--- config.mk ---
export PLATFORM = sky130hd
export DESIGN_NAME = imem_loader
export DESIGN_NICKNAME = d
export VERILOG_FILES = /design/src/rtl/imem_loader.sv
export SDC_FILE = /design/constraint.sdc
export NUM_CORES = 1
export LEC_CHECK = 0
export CAP_MARGIN = 20
export CORE_MARGIN = 2
export CORE_UTILIZATION = 30
export CTS_CLUSTER_SIZE = 24
export DETAILED_ROUTE_END_ITERATION = 10
export SLEW_MARGIN = 0
export SYNTH_ARGS = -nofsm -noshare
export SYNTH_HDL_FRONTEND = slang
export SYNTH_SLANG_ARGS = --single-unit
--- constraint.sdc ---
create_clock -name CLK -period 2.7 [get_ports CLK]
set_clock_uncertainty 0.05 [all_clocks]
set_input_delay 0.405 -clock CLK [delete_from_list [all_inputs] [get_ports CLK]]
set_output_delay 0.405 -clock CLK [all_outputs]
set_load 0.005 [all_outputs]
--- src/rtl/imem_loader.sv ---
// imem_loader: receives a program image as a byte stream, assembles 32-bit
// little-endian words and writes them into instruction memory. The core is
// held stalled (CORE_RUN low) until a full image with a matching XOR
// checksum has been loaded.
//
// Stream: count lo, count hi, 4*N data bytes, checksum (XOR of data bytes).
//
// Optional build macro LOADER_TIMEOUT_EN: when defined, a loading session
// that sees no accepted byte for TIMEOUT_CYCLES cycles drops into ERROR.
module imem_loader #(
  parameter int ADDR_W         = 10,
  parameter int BASE_ADDR      = 0,
  parameter int TIMEOUT_CYCLES = 100000
) (
  input  logic              CLK,
  input  logic              RST,
  input  logic              START,
  input  logic              RX_VALID,
  input  logic [7:0]        RX_DATA,
  output logic              RX_READY,
  output logic              WE,
  output logic [ADDR_W-1:0] WA,
  output logic [31:0]       WD,
  output logic              CORE_RUN,
  output logic              BUSY,
  output logic              ERR
);

  localparam logic [2:0] S_IDLE   = 3'd0;
  localparam logic [2:0] S_CNT_LO = 3'd1;
  localparam logic [2:0] S_CNT_HI = 3'd2;
  localparam logic [2:0] S_DATA   = 3'd3;
  localparam logic [2:0] S_CHK    = 3'd4;
  localparam logic [2:0] S_DONE   = 3'd5;
  localparam logic [2:0] S_ERROR  = 3'd6;

  // Largest legal word count; the count field is 16 bits so compare in 32.
  localparam int unsigned CAP = 32'd1 << ADDR_W;

  logic [2:0]  state;
  logic [15:0] cnt;        // word count N of the current image
  logic [15:0] word_idx;   // words completed so far
  logic [1:0]  byte_idx;   // byte position within the current word
  logic [23:0] asm_word;   // first three bytes of the word being assembled
  logic [7:0]  csum;       // running XOR of data bytes
  logic [15:0] n_full;     // count as it will be once the high byte lands
  logic        accept;
  logic        timeout;

  // Status outputs are pure decodes of the registered state.
  assign BUSY     = (state == S_CNT_LO) || (state == S_CNT_HI) ||
                    (state == S_DATA)   || (state == S_CHK);
  assign RX_READY = BUSY;
  assign CORE_RUN = (state == S_DONE);
  assign ERR      = (state == S_ERROR);

  assign accept = RX_VALID && RX_READY;
  assign n_full = {RX_DATA, cnt[7:0]};

`ifdef LOADER_TIMEOUT_EN
  localparam int TW = $clog2(TIMEOUT_CYCLES + 1);
  logic [TW-1:0] tcnt;

  // Idle-gap counter: cleared by any accepted byte, START or leaving busy.
  always_ff @(posedge CLK) begin
    if (!RST || START || accept || !BUSY) tcnt <= '0;
    else                                  tcnt <= tcnt + 1'b1;
  end

  assign timeout = BUSY && !accept && (tcnt == TW'(TIMEOUT_CYCLES - 1));
`else
  assign timeout = 1'b0;
`endif

  // Main loader FSM with registered memory write port.
  always_ff @(posedge CLK) begin
    if (!RST) begin
      state    <= S_IDLE;
      cnt      <= '0;
      word_idx <= '0;
      byte_idx <= '0;
      asm_word <= '0;
      csum     <= '0;
      WE       <= 1'b0;
      WA       <= '0;
      WD       <= '0;
    end else begin
      WE <= 1'b0;
      if (START) begin
        // START wins over everything, including a coinciding byte.
        state    <= S_CNT_LO;
        cnt      <= '0;
        word_idx <= '0;
        byte_idx <= '0;
        csum     <= '0;
      end else if (timeout) begin
        state <= S_ERROR;
      end else if (accept) begin
        case (state)
          S_CNT_LO: begin
            cnt[7:0] <= RX_DATA;
            state    <= S_CNT_HI;
          end
          S_CNT_HI: begin
            cnt[15:8] <= RX_DATA;
            if (32'(n_full) > CAP)  state <= S_ERROR;
            else if (n_full == '0) state <= S_CHK;
            else                   state <= S_DATA;
          end
          S_DATA: begin
            csum     <= csum ^ RX_DATA;
            byte_idx <= byte_idx + 2'd1;
            asm_word <= {RX_DATA, asm_word[23:8]};
            if (byte_idx == 2'd3) begin
              // Word complete: write lands the cycle after the 4th byte.
              WE       <= 1'b1;
              WA       <= ADDR_W'(BASE_ADDR) + ADDR_W'(word_idx);
              WD       <= {RX_DATA, asm_word};
              word_idx <= word_idx + 16'd1;
              // Moving to CHK now lets the checksum byte follow without a bubble.
              if (word_idx == cnt - 16'd1) state <= S_CHK;
            end
          end
          S_CHK: begin
            state <= (RX_DATA == csum) ? S_DONE : S_ERROR;
          end
          default: state <= state;
        endcase
      end
    end
  end

endmodule

==> run metrics <==
slack of the worst reg-to-reg path=0.17 ns; post-synthesis instance area=5006 µm²; Setup WS pre-CTS=0.1797 ns; final worst path period need=2.529 ns; GR Util All Layers=0.1450; count of vias placed by the detailed router=4074; CTS-repair resized insts=0; # IOs=59; status=finished clean; TritonCTS clock tree=yes; count of final hold-check violations=0; drt initial violations=251; worst rel slew slack=0.6921; startpoint type of the worst setup path=flip-flop; worst path arrival time=2.71 ns; most common cell after layout, fill and taps aside=sky130_fd_sc_hd__nand2_1; number of buffers inserted for hold repair after clock tree synthesis=0; std cell rows=47; die extent in x=133.2 µm; most frequently used flop master after synthesis=sky130_fd_sc_hd__dfxtp_1; clock insertion delay at the later pin of the skew report=0.36 ns; startpoint-to-endpoint class of the critical path=flip-flop to flip-flop; aggregate global routing overflow=0; post-route fraction of the period consumed by the critical path=0.9368; TritonCTS Sinks=112; origin of the worst min-delay path=RST; worst hold path depth=3; total inserted antenna cells=0; core area=16470 µm²; detailed-route vias per instance=4.624; commonest non-fill, non-tap cells in the layout=170 x sky130_fd_sc_hd__nand2_1, 112 x sky130_fd_sc_hd__dfxtp_1, 67 x sky130_fd_sc_hd__a21boi_0; wire length of the first global-routing pass=20470 µm; Synth cell types=47; number of warning messages in the yosys log=0; Async S/R FF share, synth=0; number of global-route vias before repair=3907; last weighted congestion value of the routability-driven placer=0.8181; clock slew at the register clock pins of the worst setup and hold paths=0.08 ns; Worst R2R Start=cnt[2]; starting density of the core=0.3040; power per unit of standard cell area=512.8 nW/µm²; crit path capture type=flip-flop; Max Buffers Root-to-Sink=2; aggregate routed wire length=12220 µm; total CTS buffers=9; level count of the clock H-tree=3; number of cell instances on the worst register-to-register path=6; count of buffers inserted at the top-level ports=58; clock tree root driver cell=sky130_fd_sc_hd__clkbuf_16; area added between synthesis and finish=22.84%; Final Setup Violations=0; register bit count reported by yosys=112; transition time of the tightest slew-check pin=0.4618 ns; max_cap viols=0; maximum achievable frequency=395.4 MHz; syn nets=625; router iterations before antenna repair=4; utilization after layout=0.3735; DRC=0; Gate Count Post-Synth=610; final net count=671; layout filler cell count=1763; final worst-path setup slack=0.1708 ns; Seq/Total Area, Yosys=0.4479; pin count of the biggest net entering global routing=55; remaining antenna violation count=0; Pins Over Slew Limit=0; Final HPWL DP=8359 µm; mean routed wirelength per cell=13.87 µm; number of synthesized flops with an enable pin=0; Avg Cell Area, Syn=8.207 µm²; RSZ-0062 raised after global routing=false; Reg-to-Reg End=state[1]; DIE HEIGHT=133.2 µm; share of post-route cells with drive strength above 1=0.06657; peak fanout along the critical path=7; buffers inserted by post-CTS timing repair=0; total negative setup slack=0 ns; dpl cells=865; post-route insts no fill=881; static leakage power=2.061 nW; antenna violations before repair=0; Worst Hold Path EP=state[0]; data required time at the worst endpoint=2.88 ns; worst voltage drop across the vdd grid=0.3096 mV; kind of path behind the tightest hold check=primary input to flip-flop; Total Die Area=17740 µm²
[registers in the layout, indices dropped and copies added (netlist names)]
signal / cells
cnt: 16
WA: 10
byte_idx: 2
state: 3
word_idx: 16
WE: 1
asm_word: 24
csum: 8
WD: 32
[worst max-delay path by stage]
stage / cells after the start / startpoint / end / slack, ns
after global routing: 7 / cnt[2] / state[0] / 0.05
after detailed placement: 6 / cnt[2] / state[1] / 0.18
final: 6 / cnt[2] / state[1] / 0.17
after global placement: 6 / cnt[2] / state[1] / 0.21
after CTS: 6 / cnt[2] / state[1] / 0.17
after floorplan: 7 / cnt[2] / state[1] / 0.24
[synthesized netlist by cell type, drive strengths merged (2+ instances only)]
cell type  number  area, µm²
o31ai           2      15.01
a21oi          20      100.1
nand4           7      43.79
buf             3      15.02
o21a            2      15.01
and2            2      12.51
clkbuf         40      151.4
ha              3      37.54
nor2b           2      12.51
nand3          14      70.07
inv             7      26.28
mux2i          11      110.1
nor2           42      157.7
nor3            4      20.02
xnor2          23      201.4
nand2b          5      31.28
or4             4      33.78
dfxtp         112       2242
and4b           2      20.02
or3             7      45.05
o21ai           5      25.02
a21boi         67      503.0
nor3b           3      22.52
xor2           26      227.7
nand2         170      638.1
and3            4      25.02
nor4            7      43.79
[cell type report]
cell class	count	area, µm²	share of cell area
clock buffers	10	229.0	0.03723
well taps	220	275.3	0.04476
repair buffers	78	750.7	0.1221
flip-flops and latches	112	2242	0.3646
multi-input cells	448	2577	0.4191
inverters	7	26.28	0.004273
clock inverters	6	48.80	0.007935
[routing by layer]
layer | track usage | part of all wire
met5 | 0 | 0
met4 | 0.04787 | 0.017
met3 | 0.03919 | 0.035
met2 | 0.2202 | 0.44
met1 | 0.2003 | 0.51
[through the flow]
step / power, mW / area (µm²) / hold WS, ns
after floorplan: 1.820 / 5006 / 0.3912
after global placement: 1.896 / 5872 / 0.4033
after detailed placement: 1.896 / 5872 / 0.4080
after CTS: 3.192 / 6150 / 0.3493
after global routing: 3.275 / 6150 / 0.3843
final: 3.153 / 6150 / 0.3571
[cells by family after synthesis]
logic type      after synthesis  synth area share
simple gates                280            0.2467
flops                       112            0.4479
compound gates              104            0.1472
buf+inv                      50           0.03849
xor+xnor                     49           0.08573
mux                          12           0.02649
fa+ha+maj                     3          0.007499
[critical path, cell delays in order, from the launching register on]
cell                       delay [ns]
sky130_fd_sc_hd__dfxtp_1         0.36
sky130_fd_sc_hd__or4_1           0.59
sky130_fd_sc_hd__or4_4           0.56
sky130_fd_sc_hd__a211oi_2        0.22
sky130_fd_sc_hd__nand4_1         0.13
sky130_fd_sc_hd__o41ai_2         0.35
sky130_fd_sc_hd__a221oi_1        0.13
[where the power goes]
part           total [mW]  internal (mW)  leakage [nW]  switching (mW)
sequential           1.67           1.66         0.902          0.0105
combinational       0.190         0.0923          1.03          0.0978
clock                1.30          0.639         0.131           0.658
total                3.15           2.39          2.06           0.767
(Power assumes the default switching activity.)
